--- config.mk ---
export PLATFORM = sky130hd
export DESIGN_NAME = fe_stage_queue
export DESIGN_NICKNAME = d
export VERILOG_FILES = /design/src/rtl/fe_stage_queue_pkg.sv /design/src/rtl/fe_stage_queue_ring_ptr_add.sv /design/src/rtl/fe_stage_queue.sv
export SDC_FILE = /design/constraint.sdc
export NUM_CORES = 1
export LEC_CHECK = 0
export BUFFER_PORTS_ARGS = -buffer_cell sky130_fd_sc_hd__clkbuf_2
export CAP_MARGIN = 25
export CORE_AREA = 2 2 367 278
export CTS_CLUSTER_DIAMETER = 40
export DETAILED_ROUTE_END_ITERATION = 7
export DIE_AREA = 0 0 369 280
export PLACE_DENSITY_LB_ADDON = 0.1
export SYNTH_ARGS = -nofsm -noshare
export SYNTH_HDL_FRONTEND = slang
export SYNTH_SLANG_ARGS = --single-unit
--- constraint.sdc ---
create_clock -name clk -period 4.41 [get_ports clk]
set_input_delay 0.2205 -clock clk [delete_from_list [all_inputs] [get_ports clk]]
set_output_delay 0.2205 -clock clk [all_outputs]
set_load 0.005 [all_outputs]
--- src/rtl/fe_stage_queue_pkg.sv ---
// Shared front-end queue defaults: entry width, depth, lane counts, count type.
package qu_common;

    localparam int QU_INSTR_WIDTH       = 32;
    localparam int QU_FE_QUEUE_DEPTH    = 12;
    localparam int QU_FE_QUEUE_WR_PORTS = 2;
    localparam int QU_FE_QUEUE_RD_PORTS = 2;
    localparam int QU_FE_QUEUE_CNT_W    = $clog2(QU_FE_QUEUE_DEPTH + 1);

    typedef logic [QU_FE_QUEUE_CNT_W-1:0] qu_fe_queue_count_t;

    // Pointer width that stays at least one bit for a single-entry ring.
    function automatic int qu_ptr_width(input int depth);
        return (depth > 1) ? $clog2(depth) : 1;
    endfunction

endpackage

--- src/rtl/fe_stage_queue_ring_ptr_add.sv ---
// Modular pointer add for a ring of DEPTH slots (any DEPTH, not only powers of two).
module ring_ptr_add
    import qu_common::*;
#(
    parameter int DEPTH   = 12,
    parameter int MAX_INC = 2,
    localparam int PW     = qu_ptr_width(DEPTH),
    localparam int IW     = $clog2(MAX_INC + 1)
) (
    input  logic [PW-1:0] ptr,
    input  logic [IW-1:0] inc,
    output logic [PW-1:0] sum
);

    // ptr < DEPTH and inc <= DEPTH, so one extra bit holds the raw sum.
    localparam int SW = PW + 1;

    logic [SW-1:0] raw;

    always_comb begin
        raw = SW'(ptr) + SW'(inc);
        if (raw >= SW'(DEPTH)) begin
            sum = PW'(raw - SW'(DEPTH));
        end else begin
            sum = PW'(raw);
        end
    end

endmodule

--- src/rtl/fe_stage_queue.sv ---
// Multi-lane front-end decoupling queue with flush and occupancy reporting.
// Define QU_FE_QUEUE_STATS_EN to add the stat_hwm / stat_stall_cycles outputs.
module fe_stage_queue
    import qu_common::*;
#(
    parameter int WIDTH    = QU_INSTR_WIDTH,
    parameter int DEPTH    = QU_FE_QUEUE_DEPTH,
    parameter int WR_PORTS = QU_FE_QUEUE_WR_PORTS,
    parameter int RD_PORTS = QU_FE_QUEUE_RD_PORTS
) (
    input  logic                          clk,
    input  logic                          rst,
    input  logic                          flush,
    input  logic [WR_PORTS-1:0]           wr_valid,
    input  logic [WR_PORTS*WIDTH-1:0]     wr_data,
    output logic                          wr_ready,
    output logic [RD_PORTS-1:0]           rd_valid,
    output logic [RD_PORTS*WIDTH-1:0]     rd_data,
    input  logic [$clog2(RD_PORTS+1)-1:0] rd_pop,
    output logic [$clog2(DEPTH+1)-1:0]    count,
    output logic                          empty,
    output logic                          full,
    output logic                          pop_err
`ifdef QU_FE_QUEUE_STATS_EN
    ,
    output logic [$clog2(DEPTH+1)-1:0]    stat_hwm,
    output logic [31:0]                   stat_stall_cycles
`endif
);

    localparam int PW  = qu_ptr_width(DEPTH);
    localparam int CW  = $clog2(DEPTH + 1);
    localparam int RPW = $clog2(RD_PORTS + 1);
    localparam int WPW = $clog2(WR_PORTS + 1);

    if (DEPTH < WR_PORTS || DEPTH < RD_PORTS) begin : g_cfg_err
        $error("fe_stage_queue: DEPTH must be >= WR_PORTS and >= RD_PORTS");
    end

    logic [WIDTH-1:0] mem [DEPTH];

    logic [PW-1:0]  head;
    logic [PW-1:0]  tail;
    logic [PW-1:0]  head_nx;
    logic [PW-1:0]  tail_nx;
    logic [PW-1:0]  wr_idx [WR_PORTS];
    logic [PW-1:0]  rd_idx [RD_PORTS];
    logic [WPW-1:0] lead_n;
    logic [WPW-1:0] push_n;
    logic [RPW-1:0] pop_n;
    logic [CW-1:0]  count_nx;
    logic           over_pop;
    logic           run;

    // Lanes beyond the first cleared wr_valid bit never enqueue.
    always_comb begin
        lead_n = '0;
        run    = 1'b1;
        for (int i = 0; i < WR_PORTS; i++) begin
            run = run & wr_valid[i];
            if (run) begin
                lead_n = WPW'(i + 1);
            end
        end
    end

    // Admission looks only at the registered count; same-cycle pops do not help.
    assign wr_ready = (CW'(DEPTH) - count) >= CW'(WR_PORTS);
    assign push_n   = wr_ready ? lead_n : '0;
    assign over_pop = CW'(rd_pop) > count;

    always_comb begin
        pop_n = over_pop ? RPW'(count) : rd_pop;
        if (pop_n > RPW'(RD_PORTS)) begin
            pop_n = RPW'(RD_PORTS);
        end
    end

    assign count_nx = count + CW'(push_n) - CW'(pop_n);

    ring_ptr_add #(.DEPTH(DEPTH), .MAX_INC(RD_PORTS)) u_head_add (
        .ptr (head),
        .inc (pop_n),
        .sum (head_nx)
    );

    ring_ptr_add #(.DEPTH(DEPTH), .MAX_INC(WR_PORTS)) u_tail_add (
        .ptr (tail),
        .inc (push_n),
        .sum (tail_nx)
    );

    for (genvar j = 0; j < WR_PORTS; j++) begin : g_wr_idx
        ring_ptr_add #(.DEPTH(DEPTH), .MAX_INC(WR_PORTS)) u_add (
            .ptr (tail),
            .inc (WPW'(j)),
            .sum (wr_idx[j])
        );
    end

    for (genvar i = 0; i < RD_PORTS; i++) begin : g_rd_idx
        ring_ptr_add #(.DEPTH(DEPTH), .MAX_INC(RD_PORTS)) u_add (
            .ptr (head),
            .inc (RPW'(i)),
            .sum (rd_idx[i])
        );
    end

    always_ff @(posedge clk or negedge rst) begin
        if (!rst) begin
            head    <= '0;
            tail    <= '0;
            count   <= '0;
            pop_err <= 1'b0;
        end else begin
            if (over_pop) begin
                pop_err <= 1'b1;
            end
            if (flush) begin
                head  <= '0;
                tail  <= '0;
                count <= '0;
            end else begin
                head  <= head_nx;
                tail  <= tail_nx;
                count <= count_nx;
            end
        end
    end

    // Storage carries no reset; lane validity is derived from count alone.
    always_ff @(posedge clk) begin
        if (!flush) begin
            for (int j = 0; j < WR_PORTS; j++) begin
                if (WPW'(j) < push_n) begin
                    mem[wr_idx[j]] <= wr_data[j*WIDTH +: WIDTH];
                end
            end
        end
    end

    always_comb begin
        rd_valid = '0;
        rd_data  = '0;
        for (int i = 0; i < RD_PORTS; i++) begin
            if (count > CW'(i)) begin
                rd_valid[i]                = 1'b1;
                rd_data[i*WIDTH +: WIDTH]  = mem[rd_idx[i]];
            end
        end
    end

    assign empty = (count == '0);
    assign full  = (count == CW'(DEPTH));

`ifdef QU_FE_QUEUE_STATS_EN
    always_ff @(posedge clk or negedge rst) begin
        if (!rst) begin
            stat_hwm          <= '0;
            stat_stall_cycles <= '0;
        end else begin
            if (!flush && count_nx > stat_hwm) begin
                stat_hwm <= count_nx;
            end
            if (wr_valid[0] && !wr_ready && stat_stall_cycles != 32'hFFFF_FFFF) begin
                stat_stall_cycles <= stat_stall_cycles + 32'd1;
            end
        end
    end
`endif

endmodule

== Word-level counts from Yosys, hierarchy flattened ==
Memory sizes are Yosys's and may differ from the RTL's.
Cells that the tools add are included.

* Memories: 1
* Input port bits: 71
* Word-level logic and storage cells: 58
* Bits in registers: 13
* RAM bits: 384
* Output and inout port bits: 74

* Order comparisons: 13
* Bitwise logic cells: 1
* Add/subtract/negate cells: 13
* Equality and inequality tests: 1
* Mux-type cells: 24
* Reduce and logical (&&, ||, !) cells: 1

{| class="wikitable"
|+ Memory list
! memory !! words !! width !! rd ports !! clocked after memory_dff !! write ports !! line !! text
|-
| mem || 12 || 32 || 2 || 0 || 2 || fe_stage_queue.sv:40 || <nowiki>logic [WIDTH-1:0] mem [DEPTH];</nowiki>
|}

{| class="wikitable"
|+ Operator list
! kind !! count
|-
| 2-to-1 mux 32 bit || 2
|-
| 2-to-1 mux 4 bit || 9
|-
| subtractor 4 bit (second input constant) || 6
|-
| >= comparator 5 x 4 -> 1 bit (second input constant) || 4
|-
| adder 4 x 1 -> 5 bit (second input constant) || 2
|-
| adder 4 x 2 -> 5 bit || 2
|-
| 2-to-1 mux 1 bit || 9
|-
| >= comparator 4 bit (second input constant) || 2
|-
| > comparator 4 x 1 -> 1 bit (second input constant) || 2
|-
| 2-to-1 mux 2 bit || 4
|-
| adder 4 x 2 -> 4 bit || 1
|-
| == test 4 bit (second input constant) || 1
|-
| >= comparator 4 x 2 -> 1 bit (second input constant) || 1
|-
| > comparator 2 x 4 -> 1 bit || 1
|-
| zero test 4 bit || 1
|-
| less-than comparator 1 x 2 -> 1 bit (first input constant) || 2
|-
| subtractor 4 x 2 -> 4 bit || 1
|-
| subtractor 4 bit (first input constant) || 1
|-
| > comparator 2 bit (second input constant) || 1
|-
| AND 1 bit || 1
|}

== Longest topological paths before layout ==
Gate-level depths: netlist of run 1.

* Depth in word-level cells: 8
* Mapped depth: 17
* Depth with buffers taken out: 17

== Cells and area by module ==
A second synthesis of run 1 with hierarchy kept.

* Cell total of the unflattened synthesis: 1695
* Area, all modules: 25001.5 um2

{| class="wikitable"
|+ Modules (own cells, without submodules)
! module !! times used !! seq. area each (um2) !! cells each !! area an instance (um2)
|-
| fe_stage_queue || 1 || 11856.4 || 1557 || 23935.5
|-
| ring_ptr_add || 6 || 0.0 || 23 || 177.7
|}

== Worst setup path after synthesis of run 1 ==
No wires, ideal clock.

* Path kind: register to register
* Start: register tail[1]
* End: memory mem[1][0] (netlist name) (enable)
* Cell stages (with the launch flop): 12
* Slack: 0.787 ns
* Buffers on the path: 2
* Arrival time: 3.201 ns
* Cells stage by stage: dfrtp_1 buf_6 and2_4 buf_6 nand2_1 xnor2_1 ha_1 nand2b_1 o21ba_2 nor2b_2 a21oi_1 nor2_1

{| class="wikitable"
|+ RTL lines
! element !! line !! text
|-
| start, declared || fe_stage_queue.sv:43 || <nowiki>logic [PW-1:0] tail;</nowiki>
|-
| start signal, assigned || fe_stage_queue.sv:125 || <nowiki>tail <= tail_nx;</nowiki>
|-
| end, declared || fe_stage_queue.sv:40 ||
|}

== Worst setup path in the final report of run 1 ==
* Start: register head[1]
* End: output rd_data[55]

* Longest elaborated chain between the ends: 5

{| class="wikitable"
|+ Ends and longest elaborated chain
! element !! line !! text
|-
| start, declared || fe_stage_queue.sv:42 || <nowiki>logic [PW-1:0] head;</nowiki>
|-
| start signal, assigned || fe_stage_queue.sv:124 || <nowiki>head <= head_nx;</nowiki>
|-
| adder 4 x 1 -> 5 bit * || fe_stage_queue_ring_ptr_add.sv:21 || <nowiki>raw = SW'(ptr) + SW'(inc);</nowiki>
|-
| subtractor 4 bit or >= comparator 5 x 4 -> 1 bit (tied branches) || fe_stage_queue_ring_ptr_add.sv:23, fe_stage_queue_ring_ptr_add.sv:22 ||
|-
| 2-to-1 mux 4 bit * || fe_stage_queue_ring_ptr_add.sv:22 || <nowiki>if (raw >= SW'(DEPTH)) begin</nowiki>
|-
| memory read (12 x 32 bit) * || - ||
|-
| 2-to-1 mux 32 bit * || fe_stage_queue.sv:146 || <nowiki>if (count > CW'(i)) begin</nowiki>
|-
| end, declared || fe_stage_queue.sv:18 || <nowiki>output logic [RD_PORTS*WIDTH-1:0] rd_data,</nowiki>
|}

Every way passes the cells marked *; elsewhere a longest branch is shown, timed or not.

==> results.ini, run 1 <==
[cells_and_area]
fin_area_sq_um=29920
fin_nets=1814
antennaDiodeCount=0
layout-drive-gt1-share_pct=52.71
num-fill-cells=10010
areaGrowthSynthToFinish_pct=20.93

[die]
die_height_um=280
core_sq_um=100100
floorplan.die.width_um=369
num_io_pins=145
core.rowCount=101
dieArea_sq_um=103300
start_util_pct=24.72

[clock_network]
worstSkewPairLatency_ns=0.65
number_of_buffers_inserted_during_clock_tree_synthesis=87
cts.htree.levels=3
tritoncts=built
cts.path.max_buffers=3
clockRootBuffer=clkbuf_16
clkTransAtPathRegs_ns=0.04
clkSinkCount=397

[placed_design]
dpl.hpwl_um=53400
placedInstanceArea_sq_um=26940
dpl_ws_ns=0.7076
gpl.final_weighted_congestion=0.7342
numPortBuffers=144

[timing]
final_period_minus_worst_setup_slack_ns=4.061
finalSetupTns_ns=0
fin_hold_ws_ns=0.05177
slew_headroom_pct=28.80
tightestPinTransition_ns=1.068
grt_setup_unrepaired=false
final_min_period_over_clock_period_pct=92.08
report.final.slew_viol_count=0
setup-violations-final=0
finalWorstSetupSlack_ns=0.3493
hold_viol_final=0
max_freq_ghz=0.2463
timing.clock.skew_ns=0.02481

[logic_synthesis]
synth_edf_count=384
sequential_cell_area_fraction_in_the_yosys_report_pct=47.92
yosysTopAreaCellShare_pct=46.60
synth.cell_area_sq_um=24740
postSynthAreaPerCell_sq_um=15.33
yosys_warnings=0
dominantRegCellSynth=edfxtp_1
most_area_consuming_cells_after_synthesis=edfxtp_1 47%, mux4_2 17%, mux2_2 14%
synth_area_leader_cell=edfxtp_1
synth_cell_type_count=61
yosys_register_bits=397
synth-async-reset-ratio_pct=3.275
syn-instance-count=1614
postSynthNetCount=1714

[worst_setup_path]
critical_path.cell_chain=ha_1 > xor2_1 > ha_1 > nand2_1 > a311o_1 > o21a_2 > buf_4 > nand2_1 > a31oi_1 > clkbuf_2
critPathLaunch=head[1]$_DFF_PN0_
crit-reg2reg-capture=mem[3][6]$_DFFE_PP_
timing.reg2reg.setup_slack_ns=0.68
criticalPathCategory=flip-flop to output port
timing.critical_path.buf_inv=2
worstSetupPathDepth=10
cp_slowest_stage_delay_ns=0.63
critical_path.startpoint_type=flip-flop
reg2reg_depth=10
timing.critical_path.slowest_stage_cell=dfrtp_4
crit_family=compound AO/OA/AOI/OAI gates
critPathCapture=rd_data[55]
cp-end-kind=output port
worst_path_arrival_ns=3.84
worstPathMaxFanout=21
timing.rr.start=tail[1]$_DFF_PN0_
timing.critical_path.required_ns=4.19

[power_and_ir_drop]
static-leakage-power_nw=9.971
power_mw=18.10
power.density_cell_area_nw_per_um2=605.1
ir_drop_v=0.0003821

[global_route]
globalRoute.totalOverflow=0
wire_length_of_the_first_global_routing_pass_um=125700
initial_antenna_violation_count=4
grt_max_degree=104
track_usage_pct=17.10
first_global_vias=16460

[route]
antenna_violating_nets_post_route=0
drt-met1-wl_um=41690
drt_pass1_iterations=5
detailroute.wirelength.met3_um=4335
post_drt_via_cell_ratio=5.010
avg_wl_per_cell_um=28.20
routed_wl_um=88160
initialDrtViolationCount=1160
detail_route.drc_violations=0
dr_wl_met2_um=39970
dr.max_layer_used=met5
route.vias.total=15660

[flow_run]
cap_violations=0

[status]
status=completed

[min_path]
hold_class=input pin to async pin

==> cell usage after synthesis (all sizes together), types with 2 or more instances <==
cell type  count
a211oi        66
a21bo          3
a21o           7
a21oi         10
a22o           2
a31oi         33
and2           3
and3           3
buf           88
clkbuf       107
dfrtp         13
edfxtp       384
fa             4
ha            25
inv           25
mux2         384
mux2i         33
mux4         192
nand2         74
nand2b         7
nand3          6
nor2          19
nor2b         42
nor3b          2
nor4           4
o211ai         3
o21ai         39
or2            2
or3            3
xnor2          9
xor2           3
==> logic make-up (layout without fill, tap and decap cells) <==
logic type,after synthesis,in the layout,synth area share [%]
muxes,609,609,37.17
DFF,397,397,47.92
buffers and inverters,220,393,4.232
AOI/OAI and AO/OA,175,175,4.880
and+or+nand+nor,172,172,3.762
adders and majority gates,29,29,1.588
xor gates and xnor gates,12,12,0.4551
==> metal layers <==
metal | GRT usage (%) | up-vias
met5 | 0 | -
li1 | - | 6709
met1 | 24.08 | 8407
met2 | 26.49 | 413
met3 | 3.634 | 128
met4 | 4.699 | 4
==> state kept, by name, summed over array words and instances (netlist names) <==
signal / count
count: 4
mem: 384
head: 4
pop_err: 1
tail: 4
==> stage by stage <==
stage | utilization, % | cells
after global placement | 26.92 | 2961
final | 29.90 | 3126
after detailed placement | 26.92 | 2961
after CTS | 29.88 | 3125
after floorplan | - | 1614
after global routing | 29.90 | 3126
==> cell type report <==
| class | instances | area (sq um) | share of cell area, % |
|---|---|---|---|
| Sequential cell | 397 | 11870 | 39.67 |
| Inverter | 25 | 93.84 | 0.3136 |
| Tap cell | 1339 | 1675 | 5.599 |
| Multi-Input combinational cell | 997 | 11920 | 39.84 |
| Clock inverter | 66 | 711.9 | 2.379 |
| Timing Repair Buffer | 206 | 1416 | 4.733 |
| Clock buffer | 96 | 2232 | 7.460 |
==> worst min path at each step <==
stage | slack [ns] | endpoint | startpoint | cells after the start
2_1_floorplan | -0.08 | count[0]$_DFF_PN0_ | rst | 0
3_3_place_gp | 0.18 | count[2]$_DFF_PN0_ | rst | 1
3_5_place_dp | 0.20 | pop_err$_DFFE_PN0P_ | rst | 1
4_1_cts | 0.02 | mem[5][27]$_DFFE_PP_ | wr_data[59] | 2
5_1_grt | 0.06 | mem[5][14]$_DFFE_PP_ | wr_data[46] | 2
6_report | 0.05 | count[2]$_DFF_PN0_ | rst | 2
==> power breakdown <==
group	switching [mW]	internal (mW)
Sequential	0.182	4.35
Clock	2.29	4.31
Combinational	3.84	3.14
Total	6.31	11.8
==> cell usage in the layout, fill, tap and decap left out, types with 12 or more instances in the layout <==
| cell type | instances |
|---|---|
| edfxtp_1 | 384 |
| mux2_2 | 300 |
| mux4_2 | 192 |
| clkbuf_2 | 144 |
| clkbuf_16 | 88 |
| nand2_1 | 74 |
| a211oi_1 | 66 |
| mux2_4 | 58 |
| buf_4 | 42 |
| nor2b_1 | 41 |
| o21ai_0 | 33 |
| mux2i_1 | 33 |
| a31oi_1 | 32 |
| mux2_1 | 26 |
| ha_1 | 24 |
| inv_1 | 22 |
| nor2_1 | 18 |
| buf_12 | 18 |
| clkinv_2 | 16 |
| clkinv_1 | 12 |
==> what timing repair did <==
action / CTS / global route
resized for setup: 0 / 1
buffers inserted: 0 / 1
hold buffers: 2 / 0
endpoints found under the hold margin: 25 / 0
endpoints found under the setup margin: 0 / 7
(Power assumes the default switching activity.)
==> run 2: changes to the inputs <==
==> constraint.sdc (replaced) <==
create_clock -name clk -period 4.55 [get_ports clk]
set_input_delay 0.2275 -clock clk [delete_from_list [all_inputs] [get_ports clk]]
set_output_delay 0.2275 -clock clk [all_outputs]
set_load 0.005 [all_outputs]
==> run 2 against run 1 <==
Compared with the run above: cell count grew 0.26%; non-clock buffer count grew 13; combinational power shrank 2%; largest power group unchanged; sequential share of layout area down 0.15 points; via count fell by 0.14%; clock-buffer cell count is 5 lower; register-to-register slack better by 0.11 ns.
==> results.ini, run 2 (synthesis gave the netlist of run 1 again) <==
[placed_design]
numPortBuffers=144  ; unchanged
dpl.hpwl_um=55250  ; was 53400 um
gpl.final_weighted_congestion=0.7373  ; was 0.7342

[timing]
report.final.slew_viol_count=0  ; unchanged
hold_viol_final=0  ; unchanged
max_freq_ghz=0.2362
setup-violations-final=0  ; unchanged
tightestPinTransition_ns=0.8840  ; was 1.068 ns
finalSetupTns_ns=0  ; unchanged
timing.clock.skew_ns=0.04410  ; was 0.02481 ns
slew_headroom_pct=41.07  ; was 28.80%
grt_setup_unrepaired=false  ; unchanged
final_period_minus_worst_setup_slack_ns=4.233
final_min_period_over_clock_period_pct=93.04

[global_route]
initial_antenna_violation_count=4  ; unchanged
grt_max_degree=82  ; was 104
first_global_vias=16440  ; was 16460
track_usage_pct=17.45  ; was 17.10%
globalRoute.totalOverflow=0  ; unchanged
wire_length_of_the_first_global_routing_pass_um=127500  ; was 125700 um

[route]
antenna_violating_nets_post_route=0  ; unchanged
initialDrtViolationCount=1092  ; was 1160
routed_wl_um=89670  ; was 88160 um
detail_route.drc_violations=0  ; unchanged
route.vias.total=15640  ; was 15660
drt_pass1_iterations=5  ; unchanged
post_drt_via_cell_ratio=4.990  ; was 5.010
avg_wl_per_cell_um=28.61  ; was 28.20 um

[die]
die_height_um=280  ; unchanged
core.rowCount=101  ; unchanged
floorplan.die.width_um=369  ; unchanged
start_util_pct=24.72  ; unchanged
core_sq_um=100100  ; unchanged
num_io_pins=145  ; unchanged
dieArea_sq_um=103300  ; unchanged

[clock_network]
tritoncts=built  ; unchanged
number_of_buffers_inserted_during_clock_tree_synthesis=87  ; unchanged
clkTransAtPathRegs_ns=0.04  ; about the same
worstSkewPairLatency_ns=0.66  ; was 0.65 ns
clkSinkCount=397  ; unchanged
clockRootBuffer=clkbuf_16  ; unchanged
cts_repair_resize_count=0  ; unchanged
cts_setup_buffers=0  ; unchanged
cts.path.max_buffers=3  ; unchanged
cts.htree.levels=3  ; unchanged

[worst_setup_path]
timing.critical_path.required_ns=4.32  ; was 4.19 ns
cp_slowest_stage_delay_ns=0.56  ; was 0.63 ns
critical_path.cell_chain=ha_1 > xor2_1 > ha_1 > and3_1 > a311o_1 > o21ai_4 > buf_4 > nand2_1 > a31oi_1 > clkbuf_2  ; was ha_1 > xor2_1 > ha_1 > nand2_1 > a311o_1 > o21a_2 > buf_4 > nand2_1 > a31oi_1 > clkbuf_2
cp-end-kind=output port  ; unchanged
worstPathMaxFanout=9  ; was 21
crit_family=compound AO/OA/AOI/OAI gates  ; unchanged
timing.critical_path.slowest_stage_cell=dfrtp_4  ; unchanged
critical-path-top-cell-by-count=ha_1
timing.critical_path.buf_inv=2  ; unchanged
critical_path.startpoint_type=flip-flop  ; unchanged
worst_path_arrival_ns=4.01  ; was 3.84 ns
criticalPathCategory=flip-flop to output port  ; unchanged

[min_path]
hold_class=input pin to async pin  ; unchanged

[power_and_ir_drop]
ir_drop_v=0.0003935  ; was 0.0003821 V
power.density_cell_area_nw_per_um2=588.4  ; was 605.1 nW/um^2
static-leakage-power_nw=10.03  ; was 9.971 nW

[cells_and_area]
layout_common_cells=384 x edfxtp_1, 300 x mux2_2, 192 x mux4_2  ; unchanged
commonest_non_fill_non_tap_cell_in_the_layout=edfxtp_1  ; unchanged
largest_reg_flops=384  ; unchanged
areaGrowthSynthToFinish_pct=21.37  ; was 20.93%
postLayoutCoreUtil_pct=30.01  ; was 29.90%
fin_nets=1827  ; was 1814
layout-drive-gt1-share_pct=53.34  ; was 52.71%

[status]
status=completed  ; unchanged

[flow_run]
cap_violations=0  ; unchanged

-- run 2: worst paths after layout --
kind                                startpoint  cells after the start  slack [ns]              endpoint
min in group clk                   wr_data[58]                      2        0.06  mem[3][26]$_DFFE_PP_
hold / removal                             rst                      2        0.06    count[3]$_DFF_PN0_
setup / recovery             head[0]$_DFF_PN0_                     10        0.32           rd_data[51]
max in group asynchronous                  rst                      2        4.14     head[3]$_DFF_PN0_
setup reg to reg             tail[1]$_DFF_PN0_                     10        0.79   mem[3][1]$_DFFE_PP_
hold reg to reg            pop_err$_DFFE_PN0P_                      1        0.47   pop_err$_DFFE_PN0P_
-- run 2: worst reg2reg max path: stages, from the launching register on --
cell and delay [ns]:
dfrtp_1 0.65, and2_4 0.29, nand2_1 0.08, xnor2_1 0.15, ha_1 0.35, nand2b_1 0.18, o21ba_2 0.25, nor2b_2 0.18
or3b_4 0.58, a21bo_2 0.30, buf_4 0.35
-- run 2: what timing repair did --
item / 4_1_cts / 5_1_grt
setup endpoints to repair: 0 / 0
hold buffers: 2 / 0
endpoints found under the hold margin: 25 / 0
-- run 2: per-stage QoR --
step           std cells  area [sq um]  power, mW  worst slack, ns  hold slack, ns
4_1_cts             3133         30030      18.05           0.2863        0.004101
3_5_place_dp        2975         27040      11.44           0.8117          0.1988
2_1_floorplan       1614         24740      8.667           0.9274        -0.06809
6_report            3134         30030      17.67           0.3168         0.05841
3_3_place_gp        2975         27040      11.46           0.8248          0.1945
5_1_grt             3133         30030      18.58           0.2341         0.05446
-- run 2: layout make-up --
class                   count  area [sq um]
well taps                1339          1675
multi-input cells         997         11920
repair buffers            219          1501
inverters                  25         93.84
clock buffers              91          2213
fillers                 10030         70050
diodes                      1         2.502
flip-flops and latches    397         11870
clock inverters            65         759.5
-- run 2: metal layers --
layer	part of all wire, %	global-route usage (%)
met5	0.029	0
met2	45	26.76
met1	48	24.98
met3	4.8	3.671
met4	2.0	4.406
-- run 2: report_power, final --
| group | switching, mW | leakage, nW | internal, mW | total [mW] |
|---|---|---|---|---|
| logic | 3.77 | 4.98 | 3.06 | 6.83 |
| clock network | 2.26 | 1.42 | 4.22 | 6.48 |
| registers | 0.149 | 3.63 | 4.21 | 4.36 |
| total | 6.18 | 10.0 | 11.5 | 17.7 |
==> run 3: changes to the inputs <==
--- a/config.mk
+++ b/config.mk
@@ -5,12 +5,13 @@
 export SDC_FILE = /design/constraint.sdc
 export NUM_CORES = 1
 export LEC_CHECK = 0
+export ABC_AREA = 1
 export BUFFER_PORTS_ARGS = -buffer_cell sky130_fd_sc_hd__clkbuf_2
 export CAP_MARGIN = 25
-export CORE_AREA = 2 2 367 278
+export CORE_AREA = 2 2 379 287
 export CTS_CLUSTER_DIAMETER = 40
 export DETAILED_ROUTE_END_ITERATION = 7
-export DIE_AREA = 0 0 369 280
+export DIE_AREA = 0 0 381 289
 export PLACE_DENSITY_LB_ADDON = 0.1
 export SYNTH_ARGS = -nofsm -noshare
 export SYNTH_HDL_FRONTEND = slang
==> run 3 against run 2 <==
Compared with the run above: total power grew 18%; critical path depth grew 3; largest power group unchanged; combinational power grew 39%; synthesized area grew 6.7%; critical path type unchanged; register-to-register slack lost 0.17 ns; cell count grew 67%; first-iteration DRC count grew 120%.
==> results.ini, run 3 <==
[route]
post_drt_via_cell_ratio=4.995  ; was 4.990
detail_route.drc_violations=0  ; unchanged
initialDrtViolationCount=2432  ; was 1092
drt_pass1_iterations=5  ; unchanged
routed_wl_um=128100  ; was 89670 um
antenna_violating_nets_post_route=0  ; unchanged
route.vias.total=26090  ; was 15640
avg_wl_per_cell_um=24.52  ; was 28.61 um

[timing]
finalWorstSetupSlack_ns=0.3423  ; was 0.3168 ns
setup-violations-final=0  ; unchanged
hold_viol_final=0  ; unchanged
slew_headroom_pct=24.69  ; was 41.07%
max_freq_ghz=0.2377  ; was 0.2362 GHz
final_min_period_over_clock_period_pct=92.48  ; was 93.04%
grt_setup_unrepaired=false  ; unchanged
finalSetupTns_ns=0  ; unchanged
timing.clock.skew_ns=0.03524  ; was 0.04410 ns
tightestPinTransition_ns=1.130  ; was 0.8840 ns
fin_hold_ws_ns=0.03540  ; was 0.05841 ns
report.final.slew_viol_count=0  ; unchanged
final_period_minus_worst_setup_slack_ns=4.208  ; was 4.233 ns

[cells_and_area]
num-fill-cells=11620  ; was 10030
antennaDiodeCount=0  ; was 1
largest_reg_flops=384  ; unchanged
fin_nets=3816  ; was 1827
layout-drive-gt1-share_pct=12.00  ; was 53.34%
stdcell_count=5224  ; was 3134
layout_common_cells=1340 x nand2_1, 440 x nand3_1, 397 x o21ai_0  ; was 384 x edfxtp_1, 300 x mux2_2, 192 x mux4_2
fin_area_sq_um=31960  ; was 30030 sq um
postLayoutCoreUtil_pct=30.03  ; was 30.01%
commonest_non_fill_non_tap_cell_in_the_layout=nand2_1  ; was edfxtp_1
areaGrowthSynthToFinish_pct=21.12  ; was 21.37%

[logic_synthesis]
most_area_consuming_cells_after_synthesis=edfxtp_1 44%, nand2_1 19%, nand3_1 8.4%  ; was edfxtp_1 47%, mux4_2 17%, mux2_2 14%
synth-async-reset-ratio_pct=3.275  ; unchanged
ys_top_cells_by_count=1352 x nand2_1, 441 x nand3_1, 409 x o21ai_0  ; was 384 x edfxtp_1, 300 x mux2_2, 192 x mux4_2
dominantRegCellSynth=edfxtp_1  ; unchanged
sequential_cell_area_fraction_in_the_yosys_report_pct=44.93  ; was 47.92%
yosysTopAreaCellShare_pct=43.69  ; was 46.60%
synth_area_leader_cell=edfxtp_1  ; unchanged
postSynthNetCount=3812  ; was 1714
synth_cell_type_count=38  ; was 61
yosys_register_bits=397  ; unchanged
synth.cell_area_sq_um=26390  ; was 24740 sq um
synth_edf_count=384  ; unchanged
synthMostInstantiatedCell=nand2_1  ; was edfxtp_1
yosys_warnings=0  ; unchanged
postSynthAreaPerCell_sq_um=7.109  ; was 15.33 sq um
syn-instance-count=3712  ; was 1614

[global_route]
track_usage_pct=22.89  ; was 17.45%
globalRoute.totalOverflow=0  ; unchanged
initial_antenna_violation_count=7  ; was 4
grt_max_degree=225  ; was 82
wire_length_of_the_first_global_routing_pass_um=182800  ; was 127500 um
first_global_vias=24430  ; was 16440

[die]
num_io_pins=145  ; unchanged
core.rowCount=104  ; was 101
dieArea_sq_um=110100  ; was 103300 sq um
start_util_pct=24.79  ; was 24.72%
core_sq_um=106400  ; was 100100 sq um
floorplan.die.width_um=381  ; was 369 um
die_height_um=289  ; was 280 um

[worst_setup_path]
crit-reg2reg-capture=head[3]$_DFF_PN0_  ; was mem[3][1]$_DFFE_PP_
timing.rr.start=count[2]$_DFF_PN0_  ; was tail[1]$_DFF_PN0_
worstPathMaxFanout=24  ; was 9
critical_path.startpoint_type=flip-flop  ; unchanged
cp-end-kind=output port  ; unchanged
timing.critical_path.required_ns=4.32  ; about the same
criticalPathCategory=flip-flop to output port  ; unchanged
timing.reg2reg.setup_slack_ns=0.62  ; was 0.79 ns
worst_path_arrival_ns=3.98  ; was 4.01 ns
reg2reg_depth=16  ; was 10

[status]
status=completed  ; unchanged

[clock_network]
cts.path.max_buffers=3  ; unchanged
tritoncts=built  ; unchanged
clkTransAtPathRegs_ns=0.04  ; about the same
number_of_buffers_inserted_during_clock_tree_synthesis=91  ; was 87
clkSinkCount=397  ; unchanged
clockRootBuffer=clkbuf_16  ; unchanged
worstSkewPairLatency_ns=0.69  ; was 0.66 ns
cts.htree.levels=3  ; unchanged

[placed_design]
placedInstanceArea_sq_um=28550  ; was 27040 sq um
dpl_ws_ns=0.6452  ; was 0.8117 ns
place_inst=5034  ; was 2975
dpl.hpwl_um=73470  ; was 55250 um
gpl.final_weighted_congestion=0.7782  ; was 0.7373
numPortBuffers=144  ; unchanged

[power_and_ir_drop]
power_mw=20.90  ; was 17.67 mW
ir_drop_v=0.0005965  ; was 0.0003935 V
static-leakage-power_nw=13.67  ; was 10.03 nW
power.density_cell_area_nw_per_um2=654.0  ; was 588.4 nW/um^2

[flow_run]
cap_violations=0  ; unchanged

[min_path]
hold_class=input pin to async pin  ; unchanged

## run 3: changes by cell type after synthesis, moves of 65 or more
cell,delta
mux2_2,-300
a211oi_1,-65
nand2_1,+1278
o21ai_0,+376
a21oi_1,+168
nor2_1,+252
inv_1,+139
nand3_1,+435
clkbuf_1,+142
mux4_2,-192
## run 3: worst max-delay path by stage
stage	slack, ns	end	cells past startpoint	start
2_1_floorplan	0.40	mem[0][0]$_DFFE_PP_	10	count[1]$_DFF_PN0_
3_3_place_gp	0.52	head[3]$_DFF_PN0_	16	count[2]$_DFF_PN0_
3_5_place_dp	0.65	head[3]$_DFF_PN0_	16	count[2]$_DFF_PN0_
4_1_cts	0.16	rd_data[49]	17	head[0]$_DFF_PN0_
5_1_grt	0.008	rd_data[63]	16	head[0]$_DFF_PN0_
6_report	0.34	rd_data[63]	13	head[1]$_DFF_PN0_
## run 3: area by class of cell
type | instances | area (sq um) | area share, %
clock buffer | 107 | 2359 | 7.379
inverter | 167 | 639.4 | 2.000
timing repair buffer | 255 | 1715 | 5.367
clock inverter | 63 | 849.6 | 2.658
tap | 1431 | 1790 | 5.601
sequential | 397 | 11860 | 37.12
multi-input combinational | 2804 | 12750 | 39.88
## run 3: metal layers
layer | GRT usage, % | vias up | share of wire (%)
met5 | 0 | - | 0.0086
met4 | 5.771 | 2 | 2.2
met3 | 3.103 | 169 | 5.4
met2 | 35.50 | 829 | 44
met1 | 33.42 | 12730 | 49
li1 | - | 12370 | -
## run 3: worst max-delay path, cell delays in order (launching register included)
cell and delay, ns:
dfrtp_4 0.54, ha_1 0.22, xor2_1 0.39, ha_1 0.24
inv_1 0.04, o21ai_0 0.38, inv_1 0.17, nand3_4 0.23
buf_4 0.41, nand3_1 0.13, nand2_1 0.09, nor2_1 0.04
nor2_1 0.24, clkbuf_2 0.17
## run 3: cells by family (layout without fill, tap and decap cells)
family                     count (synthesis)  after routing  share of synthesized area (%)
adders and majority gates                 29             29                          1.489
xor gates and xnor gates                   3              3                        0.09958
muxes                                      1              1                        0.03793
AOI/OAI and AO/OA                        660            660                          12.93
DFF                                      397            397                          44.93
and+or+nand+nor                         2111           2111                          32.71
buffers and inverters                    511            592                          7.809
## run 3: power by group
| part | total (mW) | switching [mW] | internal, mW |
|---|---|---|---|
| Sequential | 4.34 | 0.115 | 4.23 |
| Clock | 7.04 | 2.33 | 4.72 |
| Combinational | 9.52 | 6.74 | 2.78 |
## run 3: timing repair
action / 4_1_cts / 5_1_grt
endpoints found under the setup margin: 0 / 8
hold buffers: 20 / 0
hold endpoints to repair: 117 / 0
buffers inserted: 0 / 0
resized for setup: 0 / 2
